==> config.mk <==
export PLATFORM = sky130hd
export DESIGN_NAME = panel_controller
export DESIGN_NICKNAME = d
export VERILOG_FILES = /design/src/rtl/pdp8_panel_pkg.sv /design/src/rtl/panel_edge.sv /design/src/rtl/panel_controller.sv
export SDC_FILE = /design/constraint.sdc
export NUM_CORES = 1
export LEC_CHECK = 0
export CAP_MARGIN = 20
export CORE_ASPECT_RATIO = 0.5
export CORE_UTILIZATION = 44
export DETAILED_ROUTE_END_ITERATION = 6
export HOLD_SLACK_MARGIN = 0.02
export MAX_ROUTING_LAYER = met4
export PLACE_DENSITY = 0.77
export SKIP_LAST_GASP = 1
export SYNTH_ARGS = -nofsm -noshare
export SYNTH_HDL_FRONTEND = slang
export SYNTH_SLANG_ARGS = --single-unit
==> constraint.sdc <==
create_clock -name CLK -period 1.7 [get_ports CLK]
set_input_delay 0.255 -clock CLK [delete_from_list [all_inputs] [get_ports CLK]]
set_output_delay 0.255 -clock CLK [all_outputs]
set_load 0.03 [all_outputs]
==> src/rtl/pdp8_panel_pkg.sv <==
// Shared definitions for the PDP-8 style front panel: button indices,
// controller states and the command priority used to resolve simultaneous presses.
package pdp8_panel_pkg;

    localparam int BTN_W = 6;
    localparam int SW_W  = 12;

    localparam int BTN_LOADADDR = 0;
    localparam int BTN_DEPOSIT  = 1;
    localparam int BTN_EXAMINE  = 2;
    localparam int BTN_RUN      = 3;
    localparam int BTN_STOP     = 4;
    localparam int BTN_STEP     = 5;

    typedef enum logic [1:0] {
        ST_IDLE    = 2'd0,
        ST_WRITE   = 2'd1,
        ST_READ    = 2'd2,
        ST_RUNNING = 2'd3
    } state_t;

    typedef enum logic [2:0] {
        CMD_NONE,
        CMD_STOP,
        CMD_LOADADDR,
        CMD_DEPOSIT,
        CMD_EXAMINE,
        CMD_STEP,
        CMD_RUN
    } cmd_t;

    // Highest-priority command among this cycle's rising edges; the rest are discarded.
    function automatic cmd_t pick_cmd(input logic [BTN_W-1:0] rise);
        if (rise[BTN_STOP])          return CMD_STOP;
        else if (rise[BTN_LOADADDR]) return CMD_LOADADDR;
        else if (rise[BTN_DEPOSIT])  return CMD_DEPOSIT;
        else if (rise[BTN_EXAMINE])  return CMD_EXAMINE;
        else if (rise[BTN_STEP])     return CMD_STEP;
        else if (rise[BTN_RUN])      return CMD_RUN;
        else                         return CMD_NONE;
    endfunction

endpackage

==> src/rtl/panel_edge.sv <==
// Two-flop synchronizer with rising-edge detection. Edges stay masked until the
// pipeline has refilled after reset, so a level held through reset is not a press.
module panel_edge #(
    parameter int W = 6
) (
    input  logic         CLK,
    input  logic         RESET,
    input  logic [W-1:0] din,
    output logic [W-1:0] level,
    output logic [W-1:0] rise
);

    logic [W-1:0] s1_q, s1_d;
    logic [W-1:0] s2_q, s2_d;
    logic [W-1:0] prev_q, prev_d;
    logic [1:0]   fill_q, fill_d;

    always_comb begin
        s1_d   = din;
        s2_d   = s1_q;
        prev_d = s2_q;
        fill_d = (fill_q == 2'd3) ? fill_q : fill_q + 2'd1;
    end

    always_ff @(posedge CLK) begin
        if (RESET) begin
            s1_q   <= '0;
            s2_q   <= '0;
            prev_q <= '0;
            fill_q <= 2'd0;
        end else begin
            s1_q   <= s1_d;
            s2_q   <= s2_d;
            prev_q <= prev_d;
            fill_q <= fill_d;
        end
    end

    assign level = s2_q;
    assign rise  = (fill_q == 2'd3) ? (s2_q & ~prev_q) : '0;

endmodule

==> src/rtl/panel_controller.sv <==
// Front-panel controller: turns synchronized button presses into PC loads,
// memory deposit/examine transactions and CPU run/step control.
module panel_controller
    import pdp8_panel_pkg::*;
(
    input  logic              CLK,
    input  logic              RESET,
    input  logic [SW_W-1:0]   switches,
    input  logic [BTN_W-1:0]  buttons,
    output logic              mem_req,
    output logic              mem_we,
    output logic [SW_W-1:0]   mem_addr,
    output logic [SW_W-1:0]   mem_wdata,
    input  logic              mem_ack,
    input  logic [SW_W-1:0]   mem_rdata,
    output logic              cpu_run,
    output logic              cpu_step,
    input  logic [SW_W-1:0]   cpu_pc,
    output logic [SW_W-1:0]   green,
    output logic [SW_W-1:0]   red,
    output logic [SW_W-1:0]   yellow,
    output state_t            dbg_state
);

    logic [BTN_W-1:0] btn_level;
    logic [BTN_W-1:0] btn_rise;
    cmd_t             cmd;

    state_t          state_q, state_d;
    logic [SW_W-1:0] sw_s1_q, sw_s1_d;
    logic [SW_W-1:0] sw_s2_q, sw_s2_d;
    logic [SW_W-1:0] pc_q, pc_d;
    logic [SW_W-1:0] red_q, red_d;
    logic [SW_W-1:0] mem_wdata_q, mem_wdata_d;
    logic            mem_req_q, mem_req_d;
    logic            mem_we_q, mem_we_d;
    logic            cpu_run_q, cpu_run_d;
    logic            cpu_step_q, cpu_step_d;
    logic            step_dly_q, step_dly_d;

    panel_edge #(.W(BTN_W)) u_btn_edge (
        .CLK   (CLK),
        .RESET (RESET),
        .din   (buttons),
        .level (btn_level),
        .rise  (btn_rise)
    );

    assign cmd = pick_cmd(btn_rise);

    always_comb begin
        state_d     = state_q;
        sw_s1_d     = switches;
        sw_s2_d     = sw_s1_q;
        pc_d        = pc_q;
        red_d       = red_q;
        mem_wdata_d = mem_wdata_q;
        mem_req_d   = mem_req_q;
        mem_we_d    = mem_we_q;
        cpu_run_d   = cpu_run_q;
        cpu_step_d  = 1'b0;
        step_dly_d  = cpu_step_q;

        // Pick up the CPU's PC once the stepped instruction has had a cycle to retire.
        if (step_dly_q) begin
            pc_d = cpu_pc;
        end

        case (state_q)
            ST_IDLE: begin
                case (cmd)
                    CMD_LOADADDR: pc_d = sw_s2_q;
                    CMD_DEPOSIT: begin
                        mem_wdata_d = sw_s2_q;
                        mem_req_d   = 1'b1;
                        mem_we_d    = 1'b1;
                        state_d     = ST_WRITE;
                    end
                    CMD_EXAMINE: begin
                        mem_req_d = 1'b1;
                        mem_we_d  = 1'b0;
                        state_d   = ST_READ;
                    end
                    CMD_STEP: cpu_step_d = 1'b1;
                    CMD_RUN: begin
                        cpu_run_d = 1'b1;
                        state_d   = ST_RUNNING;
                    end
                    default: ;
                endcase
            end
            ST_WRITE, ST_READ: begin
                // STOP abandons the access even if the acknowledge lands in the same cycle.
                if (cmd == CMD_STOP) begin
                    mem_req_d = 1'b0;
                    mem_we_d  = 1'b0;
                    state_d   = ST_IDLE;
                end else if (mem_ack) begin
                    red_d     = (state_q == ST_WRITE) ? mem_wdata_q : mem_rdata;
                    pc_d      = pc_q + 12'd1;
                    mem_req_d = 1'b0;
                    mem_we_d  = 1'b0;
                    state_d   = ST_IDLE;
                end
            end
            ST_RUNNING: begin
                if (cmd == CMD_STOP) begin
                    cpu_run_d = 1'b0;
                    pc_d      = cpu_pc;
                    state_d   = ST_IDLE;
                end
            end
            default: state_d = ST_IDLE;
        endcase
    end

    always_ff @(posedge CLK) begin
        if (RESET) begin
            state_q     <= ST_IDLE;
            sw_s1_q     <= '0;
            sw_s2_q     <= '0;
            pc_q        <= '0;
            red_q       <= '0;
            mem_wdata_q <= '0;
            mem_req_q   <= 1'b0;
            mem_we_q    <= 1'b0;
            cpu_run_q   <= 1'b0;
            cpu_step_q  <= 1'b0;
            step_dly_q  <= 1'b0;
        end else begin
            state_q     <= state_d;
            sw_s1_q     <= sw_s1_d;
            sw_s2_q     <= sw_s2_d;
            pc_q        <= pc_d;
            red_q       <= red_d;
            mem_wdata_q <= mem_wdata_d;
            mem_req_q   <= mem_req_d;
            mem_we_q    <= mem_we_d;
            cpu_run_q   <= cpu_run_d;
            cpu_step_q  <= cpu_step_d;
            step_dly_q  <= step_dly_d;
        end
    end

    assign mem_req   = mem_req_q;
    assign mem_we    = mem_we_q;
    assign mem_addr  = pc_q;
    assign mem_wdata = mem_wdata_q;
    assign cpu_run   = cpu_run_q;
    assign cpu_step  = cpu_step_q;
    assign red       = red_q;
    assign green     = (state_q == ST_RUNNING) ? cpu_pc : pc_q;
    assign yellow    = {cpu_run_q, (state_q == ST_WRITE) || (state_q == ST_READ), 4'b0000, btn_level};
    assign dbg_state = state_q;

endmodule

==> run summary, run 1 <==
status - finished, violations left
failing checks - DRC, setup timing
Layout Nets - 651
Util after Layout - 71.2%
GP Congestion - 0.959
commonest non-fill, non-tap cell in the layout - dfxtp_1
first-pass GRT wire length - 17.8 mm
fin cells - 722
RR Startpoint - dbg_state[1]
CTS Buf Count - 9
global-route usage over all layers - 24.1%
sequential share of the synthesized area - 42.5%
RSZ-0062 raised after global routing - yes
CP Launch Point - dbg_state[1]
Hold Buf Count CTS - 0
Clock Tree Buf Depth - 2
setup ws final - -0.111 ns
Final Power - 7.73 mW
Fin. Hold Viols - 0
Yosys reg bits - 87
P per Cell Area - 1220 nW/um^2
CTS tree - built
Boundary Pins - 111
VDD IR max - 0.871 mV
CP Data Arrival Time - 2.04 ns
mapped cell area - 4100 um^2
leakage - 2.61 nW
WL/cell - 15.9 um
Die Footprint - 9740 um^2
Initial DRC Count - 292
DRT antenna net count - 0
Slew Viols, Final - 0
Distinct cells, synth - 53
Residual DRC - 15
Vias - 3830
core box area - 8890 um^2
Mapped Avg Cell Area - 9.15 um^2
CTS root buffer - clkbuf_16
fmax - 552 MHz
min cycle time layout - 1.81 ns
Via density - 5.30
share of cells above drive strength 1 - 26.3%
hold slack - 0.297 ns
dominant synthesized flop cell - dfxtp_1
min-delay src - RESET
Die X - 139 um
Place WS - -0.243 ns
Startpoint Class - register
Post-DP HPWL - 7.88 mm
Max-Cap Viols - 0
FP Rows - 24
total number of yosys warnings - 0
Final Cycle Share - 107%
most frequent cells in the layout - dfxtp_1, clkdlybuf4s50_1, buf_4
Hold Crit Class - in -> reg
placed cell count - 691
worst skew pair latency - 0.34 ns
Setup Viol. Count Final - 19
EDFF count, synth - 0
WP data required - 1.93 ns
Worst-path clk slew - 0.06 ns
worst-path fanout max - 4
Area growth, synth to finish - 54.2%
Final Routed Wirelength - 11.5 mm
WS Path Type - reg -> reg
port bufs - 106
Die Y - 70.3 um
GRT overflow - 0
CP endpoint kind - register
Worst Clk Skew - 0.00688 ns
ANT cells - 0
Initial Util - 46.1%
number of antenna violations at the first check in global routing - 0
clk sinks - 87
largest net degree at the start of global routing - 40
vias in the first global route - 3600
asr flop ratio synth - 0%
DRT Pass-1 Iters - 6
Post-Synthesis Cells - 448
CTS HTree Levels - 3
Yosys cell counts (all sizes together), types with 2 or more instances:
cell type / count / area share [%]
xor2: 5 / 1.1
and2: 2 / 0.31
a221oi: 7 / 1.5
and3: 3 / 0.46
nand3: 10 / 1.2
clkbuf: 19 / 1.7
a21oi: 8 / 0.98
nand4: 5 / 0.76
nand2b: 8 / 1.4
a311o: 3 / 0.73
nor3: 4 / 0.49
o311ai: 2 / 0.43
mux2i: 40 / 9.8
a31oi: 4 / 0.61
xnor2: 2 / 0.43
a311oi: 6 / 1.7
nor2: 44 / 4.1
ha: 6 / 1.8
nor2b: 47 / 7.2
mux2: 9 / 2.5
a211o: 4 / 0.85
nor4b: 2 / 0.79
inv: 11 / 1.0
dfxtp: 87 / 42
o221ai: 3 / 0.64
o211ai: 8 / 1.5
a211oi: 14 / 2.6
o21ai: 23 / 2.9
buf: 15 / 2.2
nand2: 31 / 2.8
or3: 3 / 0.46
layout make-up:
type,instances,area [um^2]
clock buffers,9,225
flip-flops and latches,87,1760
inverters,11,46.3
repair buffers,172,1670
fillers,690,2560
multi-input cells,319,2400
clock inverters,7,78.8
well taps,117,146
through the flow:
stage | area (um^2) | TNS, ns
floorplan | 4220 | -0.0903
global placement | 5650 | -1.62
detailed placement | 5650 | -2.51
CTS | 6130 | -1.09
global route | 6330 | -3.07
finish | 6330 | -0.684
power breakdown:
| group | internal, mW | total [mW] | switching, mW | leakage, nW |
|---|---|---|---|---|
| logic | 1.48 | 3.22 | 1.74 | 1.75 |
| registers | 2.30 | 2.50 | 0.205 | 0.716 |
| clock network | 1.15 | 2.00 | 0.845 | 0.144 |
| total | 4.94 | 7.73 | 2.79 | 2.61 |
timing repair:
item                                    4_1_cts  5_1_grt
pin swaps                                     9       12
cloned                                        1        2
gates resized for setup                      56       42
endpoints found under the setup margin       60       60
setup buffers                                 6        7
per-layer routing:
layer / wire length (um) / GRT usage [%] / vias up
met2: 5380 / 38.4 / 133
met5: 0 / - / -
met1: 5280 / 29.4 / 1790
li1: - / - / 1889
met3: 619 / 7.27 / 18
met4: 172 / 7.62 / 0
critical path, cell delays in order, from the launching register on:
cell     delay (ns)
dfxtp_4        0.36
buf_6          0.10
inv_4          0.03
ha_4           0.24
nor2b_4        0.14
or3_4          0.37
or2_0          0.22
a31o_2         0.24
cell families after synthesis:
logic type | after synthesis | share of synthesized area, %
AOI/OAI and AO/OA | 87 | 15.5
xor gates and xnor gates | 7 | 1.49
adders and majority gates | 6 | 1.83
buffers and inverters | 45 | 4.94
DFF | 87 | 42.5
muxes | 49 | 12.2
other | 1 | 0.0914
and+or+nand+nor | 166 | 21.5
path summary, 6_finish.rpt:
| path | to | slack, ns | cells after the start |
|---|---|---|---|
| min reg2reg | sw_s2_q[6] | 0.44 | 1 |
| min | mem_we | 0.30 | 2 |
| max | dbg_state[1] | -0.11 | 7 |
| max reg2reg | dbg_state[1] | -0.11 | 7 |
sequential cells by signal, indices dropped and copies added, names as in the netlist:
signal / count
cpu_run: 1
cpu_step: 1
dbg_state: 2
mem_addr: 12
mem_req: 1
mem_wdata: 12
mem_we: 1
red: 12
step_dly_q: 1
sw_s1_q: 12
sw_s2_q: 12
u_btn_edge.fill_q: 2
u_btn_edge.level: 6
u_btn_edge.prev_q: 6
u_btn_edge.s1_q: 6
Power figures use the tool's default switching activity.
==> run 2, diff against run 1 <==
- CELL_PAD_IN_SITES_DETAIL_PLACEMENT: not set -> 1
- CELL_PAD_IN_SITES_GLOBAL_PLACEMENT: not set -> 2
- CORE_UTILIZATION: 44 -> 29
- PLACE_DENSITY: 0.77 -> 0.81
- clock period: 1.7 -> 1.69 ns (I/O delays scaled with it)
==> run 2 against run 1 <==
Effect of this change:
- the flow finishes with violations (setup timing)
- setup slack worse by 0.076 ns
- clock power is 6% higher
- final area is 6.9% higher
- die area grew 50%
- via count grew 2.9%
- sequential share of layout area down 1.8 points
- sequential cell count stayed put
- final cell count is 11% higher
- maximum frequency shrank 3.5%
- clock-buffer cell count grew 1
- power increased by 4.5%
- combinational power up 6%
==> run summary, run 2 (synthesis gave the netlist of run 1 again) <==
CP Data Arrival Time - 2.13 ns (+0.09 ns)
number of antenna violations at the first check in global routing - 0 (unchanged)
Startpoint Class - register
min cycle time layout - 1.88 ns (+0.0660 ns)
Vias - 3941 (+2.9%)
Max-Cap Viols - 0 (unchanged)
P per Cell Area - 1190 nW/um^2 (-2.2%)
Via density - 4.91 (-7.5%)
Largest stage delay, worst path - 0.46 ns (+0.09 ns)
leakage - 2.86 nW (+9.5%)
FP Rows - 30 (+25%)
most frequent cells in the layout - dfxtp_1, clkdlybuf4s50_1, buf_4
Layout Nets - 657 (+0.92%)
port bufs - 106 (unchanged)
Area growth, synth to finish - 64.8%
CTS HTree Levels - 3 (unchanged)
commonest non-fill, non-tap cell in the layout - dfxtp_1
internal power - 5.12 mW (+3.6%)
Switch Pwr - 2.96 mW (+6.1%)
share of cells above drive strength 1 - 29.0% (+2.7 points)
first-pass GRT wire length - 20.8 mm (+17%)
largest net degree at the start of global routing - 32 (-20%)
Hold Crit Class - in -> reg
WS Path Type - reg -> reg
Clock power frac - 26.2% (+0.3 points)
slowest CP cell - a21oi_1
Die X - 170 um (+23%)
setup ws final - -0.187 ns (-0.0760 ns)
part of the power in registers - 31.5% (-0.9 points)
fmax - 533 MHz (-3.5%)
CTS Buf Count - 9 (unchanged)
Final Routed Wirelength - 14.4 mm (+26%)
Final Power - 8.08 mW (+4.5%)
GP Congestion - 0.839 (-12%)
switching share of power - 36.7% (+0.56 points)
Comb pwr share - 42.3% (+0.6 points)
Die Y - 86.1 um (+23%)
Worst Clk Skew - 0.0109 ns (+0.00401 ns)
WL/cell - 18.0 um (+13%)
DRT Pass-1 Iters - 5 (-1)
Fin. Hold Viols - 0 (unchanged)
vias in the first global route - 3796 (+5.4%)
CP endpoint kind - register
fin area - 6760 um^2 (+6.9%)
Final Cycle Share - 111% (+4.5 points)
Setup Viol. Count Final - 33 (+14)
Residual DRC - 0 (-15)
Initial DRC Count - 192 (-34%)
Die Footprint - 14700 um^2 (+50%)
RSZ-0062 raised after global routing - yes
CP bufs+invs - 0 (-2)
status - finished, violations left
worst-path fanout max - 4 (unchanged)
CP Cell Sequence - ha_4, nand3b_1, a21oi_1, a311o_1, nand4_1, a221oi_1
cell family with the largest share of critical-path delay - compound AO/OA/AOI/OAI gates
worst skew pair latency - 0.35 ns (about the same)
ANT cells - 0 (unchanged)
GRT overflow - 0 (unchanged)
CTS tree - built
WP data required - 1.94 ns (about the same)
global-route usage over all layers - 19.3% (-4.8 points)
Clock Tree Buf Depth - 2 (unchanged)
VDD IR max - 0.492 mV (-44%)
Post-DP HPWL - 9.59 mm (+22%)
failing checks - setup timing
Worst-path clk slew - 0.07 ns (about the same)
Slew Viols, Final - 0 (unchanged)
Placed Area - 5740 um^2 (+1.6%)
DRT antenna net count - 0 (unchanged)
CTS root buffer - clkbuf_16
Boundary Pins - 111 (unchanged)
clk sinks - 87 (unchanged)
Hold Buf Count CTS - 0 (unchanged)
core box area - 13700 um^2 (+54%)
Initial Util - 30.0% (-16 points)
-- run 2: cell types whose count changed in the layout (fill, tap and decap cells not counted), moves of 4 or more --
cell / previous run / this run
o21ai_4: 1 / 5
nand2_4: 0 / 4
buf_12: 3 / 9
o21ai_2: 5 / 1
nor2_1: 40 / 35
dlymetal6s2s_1: 7 / 13
clkdlybuf4s50_1: 73 / 65
-- run 2: worst paths after layout --
path / from / end / slack (ns) / cells after the start
worst max-delay path: u_btn_edge.fill_q[1] / mem_addr[8] / -0.19 / 6
worst min-delay path: RESET / dbg_state[1] / 0.37 / 3
worst max register to register: u_btn_edge.fill_q[1] / mem_addr[8] / -0.19 / 6
worst min register to register: sw_s1_q[2] / sw_s2_q[2] / 0.44 / 1
-- run 2: per-layer routing --
layer / global-route usage [%] / wire length (um) / up-vias
li1: - / - / 1894
met1: 26.4 / 7010 / 1941
met2: 29.0 / 6660 / 92
met3: 4.38 / 653 / 14
met4: 3.77 / 121 / 0
met5: - / 0 / -
-- run 2: power groups by stage --
stage / clock [mW] / combinational (mW) / sequential (mW)
global placement: 0 / 2.95 / 2.57
global route: 2.24 / 3.63 / 2.58
CTS: 2.15 / 3.19 / 2.54
detailed placement: 0 / 3.00 / 2.57
floorplan: 0 / 1.41 / 2.93
finish: 2.12 / 3.42 / 2.54
-- run 2: worst reg2reg max path: stages (launching register included) --
cell      delay (ns)
dfxtp_2         0.35
ha_4            0.14
nand3b_1        0.18
a21oi_1         0.46
a311o_1         0.20
nand4_1         0.13
a221oi_1        0.31
-- run 2: what timing repair did --
item                                    CTS  global route
setup buffers                            10            10
pin swaps                                23            20
gates resized for setup                  56            60
endpoints found under the setup margin   52            67
cloned                                    2             4
hold endpoints to repair                  0             0
-- run 2: layout make-up --
cell class / instances / area, um^2
clock buffers: 10 / 239
flip-flops and latches: 87 / 1760
inverters: 11 / 43.8
multi-input cells: 319 / 2520
clock inverters: 6 / 72.6
fillers: 1499 / 6900
well taps: 192 / 240
repair buffers: 178 / 1890
-- run 2: through the flow --
step / utilization (%) / hold WS [ns] / setup TNS [ns] / cells / setup slack [ns]
finish: 49.5 / 0.373 / -2.25 / 803 / -0.187
global route: 49.5 / 0.393 / -5.15 / 803 / -0.263
CTS: 46.5 / 0.364 / -1.89 / 789 / -0.126
detailed placement: 42.0 / 0.425 / -2.56 / 761 / -0.263
global placement: 42.0 / 0.416 / -1.39 / 761 / -0.231
floorplan: - / 0.382 / -0.110 / 451 / -0.0912
